--- src/rtl/wdt_pkg.sv ---
// Watchdog shared types and default widths. WARN exists only when WDT_WARN_IRQ_EN is defined.
// Latency: n/a (types only); backpressure: none.
package wdt_pkg;

  localparam int CNT_WIDTH = 32;
  localparam int PSC_WIDTH = 16;
  localparam int RST_PULSE = 16;

  typedef enum logic [1:0] {
    IDLE  = 2'd0,
    COUNT = 2'd1,
    RESET = 2'd2
`ifdef WDT_WARN_IRQ_EN
    ,
    WARN  = 2'd3
`endif
  } wdt_state_e;

endpackage

--- src/rtl/wdt_presc.sv ---
// Tick prescaler: one tick_o every div_i+1 enabled cycles; clr_i restarts the phase.
// Latency: tick_o is combinational from the phase register; backpressure: none.
module wdt_presc #(
  parameter int W = 16
) (
  input  logic         clk_i,
  input  logic         rst_i,
  input  logic         clr_i,
  input  logic         en_i,
  input  logic [W-1:0] div_i,
  output logic         tick_o
);

  logic [W-1:0] phase;

  assign tick_o = en_i && (phase == div_i);

  always_ff @(posedge clk_i) begin
    if (rst_i || clr_i) begin
      phase <= '0;
    end else if (en_i) begin
      phase <= tick_o ? '0 : phase + W'(1);
    end
  end

endmodule

--- src/rtl/wdt_core.sv ---
// Watchdog timer: prescaled down-counter, reset-request pulse, sticky flag; WARN/irq under WDT_WARN_IRQ_EN.
// Latency: outputs registered, reset request lags RESET entry by one cycle; backpressure: none.
module wdt_core #(
  parameter int CNT_WIDTH = wdt_pkg::CNT_WIDTH,
  parameter int PSC_WIDTH = wdt_pkg::PSC_WIDTH,
  parameter int RST_PULSE = wdt_pkg::RST_PULSE
) (
  input  logic                 clk_i,
  input  logic                 rst_i,
  input  logic                 en_i,
  input  logic [PSC_WIDTH-1:0] psc_i,
  input  logic [CNT_WIDTH-1:0] tmo_i,
  input  logic [CNT_WIDTH-1:0] warn_i,
  input  logic                 feed_i,
  input  logic                 flag_clr_i,
  output logic                 wdt_rst_n_o,
  output logic                 irq_o,
  output logic                 rst_flag_o,
  output logic [CNT_WIDTH-1:0] cnt_o
);
  import wdt_pkg::*;

  localparam int PW = (RST_PULSE > 1) ? $clog2(RST_PULSE) : 1;

  wdt_state_e           state, state_n;
  logic [CNT_WIDTH-1:0] cnt, cnt_n;
  logic [PW-1:0]        pulse, pulse_n;
  logic                 tick, presc_clr, active;

`ifdef WDT_WARN_IRQ_EN
  logic irq_q;
  assign active = (state == COUNT) || (state == WARN);
  assign irq_o  = irq_q;
`else
  logic unused_warn;
  assign active      = (state == COUNT);
  assign irq_o       = 1'b0;
  assign unused_warn = ^warn_i;
`endif

  assign cnt_o = cnt;

  wdt_presc #(.W(PSC_WIDTH)) u_presc (
    .clk_i  (clk_i),
    .rst_i  (rst_i),
    .clr_i  (presc_clr),
    .en_i   (active),
    .div_i  (psc_i),
    .tick_o (tick)
  );

  always_comb begin
    state_n   = state;
    cnt_n     = cnt;
    pulse_n   = pulse;
    presc_clr = 1'b0;
    unique case (state)
      IDLE: begin
        if (en_i) begin
          cnt_n     = tmo_i;
          presc_clr = 1'b1;
          state_n   = COUNT;
        end
      end
      RESET: begin
        if (pulse == PW'(RST_PULSE - 1)) begin
          pulse_n = '0;
          if (en_i) begin
            cnt_n     = tmo_i;
            presc_clr = 1'b1;
            state_n   = COUNT;
          end else begin
            state_n = IDLE;
          end
        end else begin
          pulse_n = pulse + PW'(1);
        end
      end
      default: begin
        // Disable beats feed, feed beats an expiring tick.
        if (!en_i) begin
          state_n = IDLE;
        end else if (feed_i) begin
          cnt_n     = tmo_i;
          presc_clr = 1'b1;
          state_n   = COUNT;
        end else if (tick) begin
          if (cnt == '0) begin
            state_n = RESET;
            pulse_n = '0;
          end else begin
            cnt_n = cnt - CNT_WIDTH'(1);
`ifdef WDT_WARN_IRQ_EN
            if ((state == COUNT) && (cnt_n <= warn_i)) state_n = WARN;
`endif
          end
        end
      end
    endcase
  end

  always_ff @(posedge clk_i) begin
    if (rst_i) begin
      state       <= IDLE;
      cnt         <= '0;
      pulse       <= '0;
      wdt_rst_n_o <= 1'b1;
      rst_flag_o  <= 1'b0;
`ifdef WDT_WARN_IRQ_EN
      irq_q       <= 1'b0;
`endif
    end else begin
      state       <= state_n;
      cnt         <= cnt_n;
      pulse       <= pulse_n;
      wdt_rst_n_o <= (state != RESET);
`ifdef WDT_WARN_IRQ_EN
      irq_q       <= (state_n == WARN);
`endif
      if ((state_n == RESET) && (state != RESET)) begin
        rst_flag_o <= 1'b1;
      end else if (flag_clr_i) begin
        rst_flag_o <= 1'b0;
      end
    end
  end

endmodule
--- config.mk ---
export PLATFORM = sky130hd
export DESIGN_NAME = wdt_core
export DESIGN_NICKNAME = d
export VERILOG_FILES = /design/src/rtl/wdt_pkg.sv /design/src/rtl/wdt_presc.sv /design/src/rtl/wdt_core.sv
export SDC_FILE = /design/constraint.sdc
export NUM_CORES = 1
export LEC_CHECK = 0
export CAP_MARGIN = 5
export CELL_PAD_IN_SITES_DETAIL_PLACEMENT = 2
export CELL_PAD_IN_SITES_GLOBAL_PLACEMENT = 2
export CORE_ASPECT_RATIO = 1.25
export CORE_UTILIZATION = 25
export DETAILED_ROUTE_END_ITERATION = 10
export PLACE_DENSITY_LB_ADDON = 0.1
export SLEW_MARGIN = 20
export SYNTH_ARGS = -nofsm -noshare
export SYNTH_HDL_FRONTEND = slang
export SYNTH_SLANG_ARGS = --single-unit
--- constraint.sdc ---
create_clock -name clk_i -period 2.9 [get_ports clk_i]
set_clock_uncertainty 0.05 [all_clocks]
set_input_delay 0.29 -clock clk_i [delete_from_list [all_inputs] [get_ports clk_i]]
set_output_delay 0.29 -clock clk_i [all_outputs]
set_load 0.02 [all_outputs]
* After elaboration in Yosys (flattened, before gate mapping)
Index checks and enable logic that the tools add are counted.
** Word-level totals
- Flip-flop bits (word level) :: 56
- Bits of input ports :: 85
- Logic and storage cells :: 61
** Cells by class
- Add/sub/neg operators :: 3
- Equal/unequal tests :: 9
- Multiplexer cells :: 29
- Bitwise logic cells :: 1
- Reductions and logical operators :: 13
** Operator list (count)
- $mux W32 :: 6
- $pmux W32 S2 :: 1
- $logic_not A32 Y1 :: 1
- $sub A32 B1 Y32 const B :: 1
- $mux W4 :: 5
- $add A16 B1 Y16 const B :: 1
- $eq A16 B16 Y1 :: 1
- $mux W16 :: 1
- $mux W2 :: 6
- $pmux W4 S2 :: 1
- $reduce_bool A2 Y1 :: 4
- $mux W1 :: 7
- $reduce_and A5 Y1 :: 1
- $add A4 B1 Y4 const B :: 1
- $eq A2 B2 Y1 const B :: 2
- $eq A4 B4 Y1 const B :: 1
- $ne A2 B2 Y1 const B :: 2
- $ne A4 B2 Y1 const B :: 1
- $pmux W2 S2 :: 1
- $reduce_and A4 Y1 :: 1
- $reduce_bool A4 Y1 :: 1
- $reduce_bool A3 Y1 :: 1
- $eq A2 B1 Y1 const B :: 1
- $logic_and A1 B1 Y1 :: 2
- 5 further kinds :: 5

* Logic depth before layout (Yosys ltp)
Gate-level depths: netlist of run 1.
- Depth after elaboration :: 9
- Mapped depth :: 11
- Mapped depth without buffers :: 8

* By module
Synthesis of run 1 repeated with hierarchy kept, for this count alone.
** Unflattened totals
- Cell total of the unflattened synthesis :: 472
- Area, all modules :: 3688.5 um^2
** Modules (own cells, without submodules)
- wdt_core :: times used 1, cells each 359, area each 2660.1 um^2, sequential area each 800.8 um^2
- wdt_presc :: times used 1, cells each 113, area each 1028.5 um^2, sequential area each 320.3 um^2

* Least setup slack after synthesis of run 1
OpenSTA, ideal clock, no wires.
- Path type :: reg2reg
- Start :: register cnt[0] (netlist: cnt_o[0])
- End :: register cnt[28] (netlist: cnt_o[28])
- Arrival :: 2442 ps
- Data required time :: 2733 ps
- Path slack :: 290 ps
- Stages on the path, launching flop included :: 10
- Cells stage by stage :: dfxtp_1 -> clkbuf_1 -> inv_1 -> ha_1 -> or4b_1 -> nor2_2 -> buf_4 -> nand3_2 -> or4_1 -> a32o_1
** Between the ends
- Longest elaborated chain between the ends :: 6
- Elaborated cells between the ends (all ways) :: 9
- Classes of those cells :: 1 x add/sub; 1 x eq/ne; 5 x mux; 2 x reduce/logical
** Ends and longest elaborated chain
- start: declaration :: line wdt_core.sv:26 : logic [CNT_WIDTH-1:0] cnt, cnt_n;
- start signal: assignment :: line wdt_core.sv:114 : cnt <= cnt_n;
- $sub A32 B1 Y32 :: line wdt_core.sv:92 : cnt_n = cnt - CNT_WIDTH'(1);
- $mux W32 :: line wdt_core.sv:88 : if (cnt == '0) begin
- $mux W32 :: line wdt_core.sv:87 : end else if (tick) begin
- $mux W32 :: line wdt_core.sv:83 : end else if (feed_i) begin
- $mux W32 :: line wdt_core.sv:81 : if (!en_i) begin
- $pmux W32 S2 :: line wdt_core.sv:57 : unique case (state)
Parallel ways exist; a longest one is shown, timed or not. The select of a mux whose other input is x is not followed.
A chain may end at the register's enable or synchronous reset.

* Worst setup path in the final report of run 1
- Start :: register cnt[0] (netlist: cnt_o[0])
- End :: register cnt[26] (netlist: cnt_o[26])
The elaborated chain is that of the path after synthesis.

==> out/metrics.csv, run 1 <==
stage;metric;value;unit
run_status;outcome;finished clean;
sta;Slew Limit Fails;0;
placed_design;routability cong.;0.748;
global_routing;gr ovfl total;0;
logic_synthesis;dominant synthesized flop cell;dfxtp_1;
worst_setup_path;arrival time worst endpoint;2850;ps
logic_synthesis;sequential element share of the synthesized area;32.6;%
power;power per cell area;420;nW/µm²
clock_tree;total CTS buffers;5;
route;antenna-violating nets left;0;
logic_synthesis;asr flop ratio synth;0;%
floorplanning;core area;13300;µm²
sta;final hold vios;0;
cells_and_area;Synth-to-Final Area Change;39.6;%
cells_and_area;filler cell count;1534;
logic_synthesis;post-synthesis cell count;425;
clock_tree;Resize count post-CTS;0;
clock_tree;hold_buf cts;0;
worst_setup_path;Worst Path Required;3050;ps
route;WL per Instance;18.7;µm
job;Max Cap Violations;0;
logic_synthesis;Synth Register Bits;56;
logic_synthesis;Post-synth EDFFs;0;
cells_and_area;Ant. Diodes;0;
global_routing;vias in the first global route;4001;
logic_synthesis;Net Count, Synth;513;
cells_and_area;layout cells sized above 1;11.3;%
sta;RSZ-0062 raised after global routing;false;
cells_and_area;area of the multi-input gates;2180;µm²
route;DR DRC count;0;
global_routing;Overall Global Routing Usage;18.9;%
cells_and_area;most frequent cells in the layout;clkdlybuf4s50_1 (86), dfxtp_1 (56), nand2_1 (55);
clock_tree;Clock Pin Slew Worst Setup and Hold Paths;80;ps
power;Pleak;1.64;nW
sta;FMAX;370;MHz
clock_tree;clk buf depth;2;
placed_design;Port Buffers;86;
worst_setup_path;Worst Setup Start Kind;flop;
cells_and_area;sequential cell area;1120;µm²
global_routing;initial antenna violation count;0;
power;Max VDD drop;0.243;mV
power;sequential share of power;41.8;%
logic_synthesis;Mean Syn Cell Area;8.08;µm²
power;Power, Total;2.01;mW
clock_tree;Worst-Skew Late Latency;300;ps
global_routing;first-pass GRT wire length;21200;µm
clock_tree;Setup Fix Bufs, Post-CTS;0;
power;Sw Share;32.2;%
power;logic gate share of total power;26.3;%
cells_and_area;Layout Nets;616;
route;Vias/cell;5.32;
sta;slew margin rel.;59.5;%
cells_and_area;most common cell after layout, fill and taps aside;clkdlybuf4s50_1;
floorplanning;die footprint;14200;µm²
logic_synthesis;Netlist Area Pre-Place;3430;µm²
worst_setup_path;Max FO, Critical Path;8;
clock_tree;CTS sink count;56;
clock_tree;CTS root buf;clkbuf_16;
route;drt initial violations;125;
floorplanning;Placement Rows;47;
route;DRT Pass-1 Iters;4;
sta;post-route clock period utilization;93.1;%
placed_design;DP HPWL;10200;µm
route;vias;3726;
logic_synthesis;Distinct cells, synth;66;
route;Post-Route WL;13100;µm
floorplanning;die height;133;µm
power;Int Power;1.36;mW
clock_tree;CTS tree;done;
floorplanning;Initial Utilization;25.7;%
sta;Worst-Margin Slew;607;ps
worst_hold_path;worst min path class;reg -> reg;
floorplanning;chip width;107;µm
clock_tree;number of H-tree levels;2;
sta;final setup vio count;0;
power;clock power share;31.9;%
sta;Setup TNS;0;ps
floorplanning;I/O Pins;120;
power;switching power;0.648;mW
global_routing;largest net degree at the start of global routing;24;
worst_setup_path;critical setup path kind;reg -> reg;
logic_synthesis;number of warnings issued by yosys;0;
sta;Tmin final;2700;ps
worst_setup_path;crit end category;flop;
## per-layer routing
metal | global-route usage, % | vias up | wire (µm) | part of all wire [%]
met3 | 2.17 | 10 | 357 | 2.7
met2 | 36.5 | 57 | 7110 | 54
li1 | - | 1804 | - | -
met4 | 4.87 | 0 | 145 | 1.1
met5 | 0 | - | 0 | 0
met1 | 21.6 | 1855 | 5500 | 42
## worst max-delay path, stage by stage (launching register included)
cell	delay, ps
dfxtp_1	310
inv_1	80
ha_1	220
or4b_1	500
nor2_2	300
buf_4	190
nand3_1	140
nand3_2	230
a21oi_2	140
buf_4	190
a32o_1	220
## power groups by stage
stage	clock, mW	sequential [mW]	combinational, mW
finish	0.641	0.842	0.529
global route	0.691	0.848	0.571
CTS	0.670	0.842	0.535
detailed placement	0	0.860	0.533
global placement	0	0.859	0.523
floorplan	0	0.887	0.247
## stage by stage
stage | instances | hold slack (ps) | setup slack (ps) | instance area [µm²] | util (%)
after detailed placement | 692 | 402 | 132 | 4650 | 34.8
after CTS | 700 | 419 | 170 | 4790 | 35.9
after floorplan | 425 | 376 | 290 | 3430 | -
after global placement | 692 | 395 | 195 | 4650 | 34.8
final | 700 | 409 | 200 | 4790 | 35.9
after global routing | 700 | 448 | 22.2 | 4790 | 35.9
## sequential cells by signal (all words and copies together) (netlist names)
signal / flops
cnt_o: 32
rst_flag_o: 1
state: 2
wdt_rst_n_o: 1
pulse: 4
u_presc.phase: 16
## synthesized netlist by cell type (all sizes together) (5+ instances only)
master	number	area [µm²]
nand3	25	140
o311ai	8	70.1
buf	7	53.8
nand2b	7	43.8
nand4	8	71.3
a21oi	16	83.8
or3	9	56.3
xor2	5	43.8
and3	7	43.8
nand2	55	206
o41ai	5	43.8
or4	9	75.1
clkbuf	16	60.1
o31ai	15	113
dfxtp	56	1120
a32o	9	90.1
inv	6	22.5
xnor2	25	219
nor3	20	111
o21ai	8	40.0
nor4	11	96.3
nor2	41	164
## path summary, 6_finish.rpt
kind                            startpoint    endpoint  slack [ps]  depth (start not counted)
worst max-delay path              cnt_o[0]   cnt_o[26]         200                         10
worst min-delay path            rst_flag_o  rst_flag_o         410                          2
worst max register to register    cnt_o[0]   cnt_o[26]         200                         10
worst min register to register  rst_flag_o  rst_flag_o         410                          2
## cell type report
class / count / area share [%]
clock inverter: 3 / 0.496
sequential: 56 / 23.4
tap: 171 / 4.46
multi-input combinational: 340 / 45.5
timing repair buffer: 119 / 23.1
inverter: 6 / 0.470
clock buffer: 5 / 2.61
## cell families after synthesis
group | share of synthesized area, %
buffers and inverters | 3.97
AOI/OAI and AO/OA | 21.9
DFF | 32.6
adders and majority gates | 1.09
other | 0.109
and+or+nand+nor | 32.6
xor gates and xnor gates | 7.65
Note: power is estimated with default switching activity, not from simulation.
==> inputs of run 2 (changes only) <==
- clock period: 2.9 -> 2.7 ns (I/O delays scaled with it)
==> out/metrics.csv, run 2 (synthesis results as in run 1) <==
stage;metric;value;unit;change
cells_and_area;Synth-to-Final Area Change;44.3;%;
sta;final hold vios;0;;unchanged
placed_design;placed insts;706;;+2.0%
route;WL per Instance;18.7;µm;-0.28%
worst_setup_path;Crit Reg-Reg Endpoint;cnt_o[26];;
worst_setup_path;slowest stage cell, crit path;or4_1;;
worst_setup_path;arrival time worst endpoint;2750;ps;-100 ps
cells_and_area;most frequent cells in the layout;clkdlybuf4s50_1 (86), dfxtp_1 (56), nand2_1 (55);;
placed_design;DP HPWL;10500;µm;+2.7%
sta;Slew Limit Fails;0;;unchanged
worst_hold_path;worst min path class;reg -> reg;;
global_routing;initial antenna violation count;0;;unchanged
global_routing;largest net degree at the start of global routing;24;;unchanged
floorplanning;chip width;107;µm;unchanged
floorplanning;die height;133;µm;unchanged
worst_setup_path;critical setup path kind;reg -> reg;;
global_routing;vias in the first global route;4122;;+3.0%
cells_and_area;layout cells sized above 1;14.6;%;+3.3 points
cells_and_area;final non-filler cell total;719;;+2.7%
worst_setup_path;Max FO, Critical Path;11;;+3
floorplanning;I/O Pins;120;;unchanged
sta;Worst-Margin Slew;580;ps;-26.5 ps
floorplanning;Placement Rows;47;;unchanged
cells_and_area;most common cell after layout, fill and taps aside;clkdlybuf4s50_1;;
cells_and_area;max reg flops;32;;unchanged
worst_setup_path;R2R Path Start;cnt_o[0];;
sta;final setup vio count;0;;unchanged
worst_setup_path;worst-path cell chain;inv_1 -> ha_1 -> or4b_1 -> nor2_2 -> buf_12 -> nand3_2 -> or4_1 -> a32o_1;;
worst_hold_path;Hold Crit Depth;2;;unchanged
power;power per cell area;445;nW/µm²;+6.1%
worst_setup_path;Worst Setup Start Kind;flop;;
worst_setup_path;Worst Path Required;2840;ps;-210 ps
worst_setup_path;R2R cell count;8;;-2
cells_and_area;Ant. Diodes;0;;unchanged
route;Vias/cell;5.26;;-1.1%
route;vias;3784;;+1.6%
global_routing;first-pass GRT wire length;21800;µm;+3.0%
floorplanning;Initial Utilization;25.7;%;unchanged
cells_and_area;fin util;37.1;%;+1.2 points
job;Max Cap Violations;0;;unchanged
sta;post-route clock period utilization;96.5;%;+3.4 points
worst_setup_path;reg2reg setup slack;90;ps;-110 ps
route;antenna-violating nets left;0;;unchanged
worst_hold_path;startpoint of the worst hold path;rst_flag_o;;
worst_setup_path;crit end category;flop;;
power;Max VDD drop;0.257;mV;+5.7%
power;Pleak;1.76;nW;+7.0%
clock_tree;Clock Pin Slew Worst Setup and Hold Paths;70;ps;about the same
floorplanning;die footprint;14200;µm²;unchanged
route;DR DRC count;0;;unchanged
clock_tree;CTS root buf;clkbuf_16;;
power;Power, Total;2.21;mW;+9.7%
clock_tree;number of H-tree levels;2;;unchanged
cells_and_area;Layout Nets;635;;+3.1%
clock_tree;CTS sink count;56;;unchanged
worst_setup_path;Largest stage delay, worst path;520;ps;+20 ps
route;Post-Route WL;13400;µm;+2.4%
global_routing;Overall Global Routing Usage;19.5;%;+0.55 points
sta;slew margin rel.;61.3;%;+1.8 points
clock_tree;Worst-Skew Late Latency;300;ps;about the same
worst_hold_path;WHS Endpoint;rst_flag_o;;
route;drt initial violations;128;;+2.4%
clock_tree;clk buf depth;2;;unchanged
placed_design;routability cong.;0.759;;+1.6%
sta;Tmin final;2610;ps;-94.6 ps
placed_design;Port Buffers;86;;unchanged
sta;FMAX;384;MHz;+3.6%
clock_tree;CTS tree;done;;
route;DRT Pass-1 Iters;4;;unchanged
floorplanning;core area;13300;µm²;unchanged
clock_tree;total CTS buffers;5;;unchanged
global_routing;gr ovfl total;0;;unchanged
sta;RSZ-0062 raised after global routing;false;;
run_status;outcome;finished clean;;
==> run 2: metrics by stage <==
stage | cell area, µm² | TNS, ps | worst slack, ps | hold slack (ps)
finish | 4960 | 0 | 94.8 | 417
global route | 4960 | 0 | 18.0 | 453
CTS | 4930 | 0 | 88.1 | 428
detailed placement | 4760 | -319 | -97.4 | 412
global placement | 4760 | -80.4 | -35.9 | 390
floorplan | 3430 | 0 | 90.2 | 356
==> run 2: repair_timing <==
action	in CTS	in global routing
setup endpoints to repair	1	3
gates cloned	0	0
hold buffers	0	0
pin swaps	1	1
buffers inserted	2	3
resized for setup	0	1
==> run 2: report_power, final <==
part / total (mW) / internal [mW] / leakage [nW] / switching (mW)
combinational: 0.614 / 0.287 / 1.22 / 0.328
sequential: 0.899 / 0.860 / 0.457 / 0.0390
clock: 0.695 / 0.368 / 0.0766 / 0.327
total: 2.21 / 1.51 / 1.76 / 0.694
==> run 2: worst max path at each step <==
stage	to	slack, ps	from
5_1_grt	pulse[1]	20	cnt_o[0]
4_1_cts	cnt_o[26]	90	cnt_o[0]
3_3_place_gp	cnt_o[20]	-40	psc_i[6]
6_report	cnt_o[26]	90	cnt_o[0]
3_5_place_dp	cnt_o[15]	-100	psc_i[6]
2_1_floorplan	cnt_o[28]	90	cnt_o[0]
==> run 2: routing by layer <==
| layer | GRT usage (%) | up-vias | wire length [µm] |
|---|---|---|---|
| met5 | 0 | - | 0 |
| li1 | - | 1839 | - |
| met2 | 37.6 | 60 | 7280 |
| met4 | 4.72 | 0 | 187 |
| met3 | 2.27 | 13 | 302 |
| met1 | 22.3 | 1872 | 5660 |
==> run 2: final cells by class <==
cell class	count	area (µm²)
Fill cell	1558	8390
Multi-Input combinational cell	340	2190
Timing Repair Buffer	138	1260
Sequential cell	56	1120
Tap cell	171	214
Clock buffer	6	139
Inverter	6	22.5
Clock inverter	2	10.0
==> run 2: critical path, delay by kind of cell, from the launching register on <==
family / cells / cell delay, ps
AO/OA/AOI/OAI: 1 / 280
AND/OR/NAND/NOR: 4 / 1380
flip-flops: 1 / 310
adder cells (fa/ha/maj): 1 / 230
buffers and inverters: 2 / 260
==> inputs of run 3 (changes only) <==
- CORE_UTILIZATION: 25 -> 27
- clock period: 2.7 -> 3.05 ns (I/O delays scaled with it)
==> out/metrics.csv, run 3 (synthesis results as in run 1) <==
stage;metric;value;unit;change
clock_tree;Clock Pin Slew Worst Setup and Hold Paths;80;ps;about the same
worst_setup_path;R2R cell count;9;;+1
route;Vias/cell;5.46;;+3.8%
global_routing;initial antenna violation count;0;;unchanged
placed_design;routability cong.;0.789;;+3.9%
cells_and_area;max reg flops;32;;unchanged
route;drt initial violations;96;;-25%
cells_and_area;Ant. Diodes;0;;unchanged
cells_and_area;most frequent cells in the layout;clkdlybuf4s50_1 (86), dfxtp_1 (56), nand2_1 (55);;
clock_tree;clk buf depth;2;;unchanged
clock_tree;Worst-Skew Late Latency;300;ps;about the same
worst_setup_path;crit end category;flop;;
clock_tree;CTS root buf;clkbuf_16;;
sta;final setup vio count;0;;unchanged
sta;Setup TNS;0;ps;unchanged
worst_setup_path;Worst Setup Start Kind;flop;;
clock_tree;hold_buf cts;0;;unchanged
global_routing;largest net degree at the start of global routing;24;;unchanged
placed_design;Port Buffers;86;;unchanged
cells_and_area;fin util;38.6;%;+1.5 points
sta;Slew Limit Fails;0;;unchanged
sta;Hold WS;412;ps;-5.30 ps
route;DR DRC count;0;;unchanged
worst_setup_path;arrival time worst endpoint;2890;ps;+140 ps
floorplanning;die footprint;13200;µm²;-7.3%
cells_and_area;layout cells sized above 1;9.77;%;-4.8 points
power;Pleak;1.62;nW;-7.8%
floorplanning;die height;128;µm;-3.7%
clock_tree;total CTS buffers;5;;unchanged
cells_and_area;Synth-to-Final Area Change;38.1;%;
floorplanning;core area;12300;µm²;-8.1%
cells_and_area;most common cell after layout, fill and taps aside;clkdlybuf4s50_1;;
clock_tree;Setup Fix Bufs, Post-CTS;0;;-2
cells_and_area;design area;4740;µm²;-4.3%
route;Post-Route WL;13200;µm;-1.8%
global_routing;first-pass GRT wire length;21400;µm;-1.9%
floorplanning;Placement Rows;45;;-4.3%
floorplanning;I/O Pins;120;;unchanged
placed_design;DP HPWL;10100;µm;-3.8%
worst_hold_path;Hold Crit Depth;2;;unchanged
route;WL per Instance;19.2;µm;+3.0%
worst_hold_path;worst min path class;reg -> reg;;
floorplanning;chip width;103;µm;-3.7%
clock_tree;number of H-tree levels;2;;unchanged
sta;post-route clock period utilization;89.9;%;-6.6 points
sta;Tmin final;2740;ps;+137 ps
run_status;outcome;finished clean;;
power;Power, Total;1.91;mW;-13%
placed_design;placed inst area;4600;µm²;-3.5%
power;power per cell area;403;nW/µm²;-9.4%
route;antenna-violating nets left;0;;unchanged
sta;RSZ-0062 raised after global routing;false;;
worst_setup_path;critical setup path kind;reg -> reg;;
route;DRT Pass-1 Iters;4;;unchanged
sta;slew margin rel.;55.0;%;-6.2 points
worst_setup_path;Worst Path Required;3200;ps;+360 ps
clock_tree;CTS sink count;56;;unchanged
clock_tree;CTS tree;done;;
power;Max VDD drop;0.244;mV;-5.2%
route;vias;3747;;-0.98%
clock_tree;Resize count post-CTS;0;;unchanged
floorplanning;Initial Utilization;28.0;%;+2.3 points
sta;final hold vios;0;;unchanged
job;Max Cap Violations;0;;unchanged
cells_and_area;Layout Nets;609;;-4.1%
sta;Worst-Margin Slew;674;ps;+94.0 ps
global_routing;Overall Global Routing Usage;21.0;%;+1.5 points
global_routing;vias in the first global route;4072;;-1.2%
global_routing;gr ovfl total;0;;unchanged
sta;FMAX;365;MHz;-5.0%
worst_setup_path;Max FO, Critical Path;12;;+1
run 3: path summary, 6_finish.rpt:
kind | startpoint | to | slack [ps]
max | cnt_o[0] | cnt_o[6] | 310
min | rst_flag_o | rst_flag_o | 410
max reg2reg | cnt_o[0] | cnt_o[6] | 310
min reg2reg | rst_flag_o | rst_flag_o | 410
run 3: worst max-delay path, stage by stage, from the launching register on:
cell	delay (ps)
dfxtp_1	310
inv_1	90
ha_1	230
or4b_1	500
nor2_2	330
nand4_4	220
nand4_2	310
buf_4	270
a22oi_1	110
o211a_1	210
run 3: final cells by class:
type / count / area, µm²
well taps: 164 / 205
clock buffers: 8 / 146
repair buffers: 112 / 1070
multi-input cells: 340 / 2180
flip-flops and latches: 56 / 1120
fillers: 1465 / 7530
inverters: 6 / 22.5
run 3: power by group:
| group | leakage [nW] | switching, mW | internal, mW |
|---|---|---|---|
| clock network | 0.0712 | 0.280 | 0.330 |
| registers | 0.457 | 0.0403 | 0.761 |
| logic | 1.09 | 0.275 | 0.227 |
run 3: per-layer routing:
| layer | up-vias | GRT usage, % | wire, µm |
|---|---|---|---|
| met2 | 61 | 41.0 | 7380 |
| li1 | 1798 | - | - |
| met5 | - | 0 | 0 |
| met1 | 1877 | 23.4 | 5350 |
| met4 | 0 | 5.63 | 128 |
| met3 | 11 | 2.40 | 335 |
run 3: stage by stage:
step	worst slack, ps	std cells
floorplan	440	425
global placement	154	678
detailed placement	79.4	678
CTS	259	686
global route	76.4	686
finish	308	686
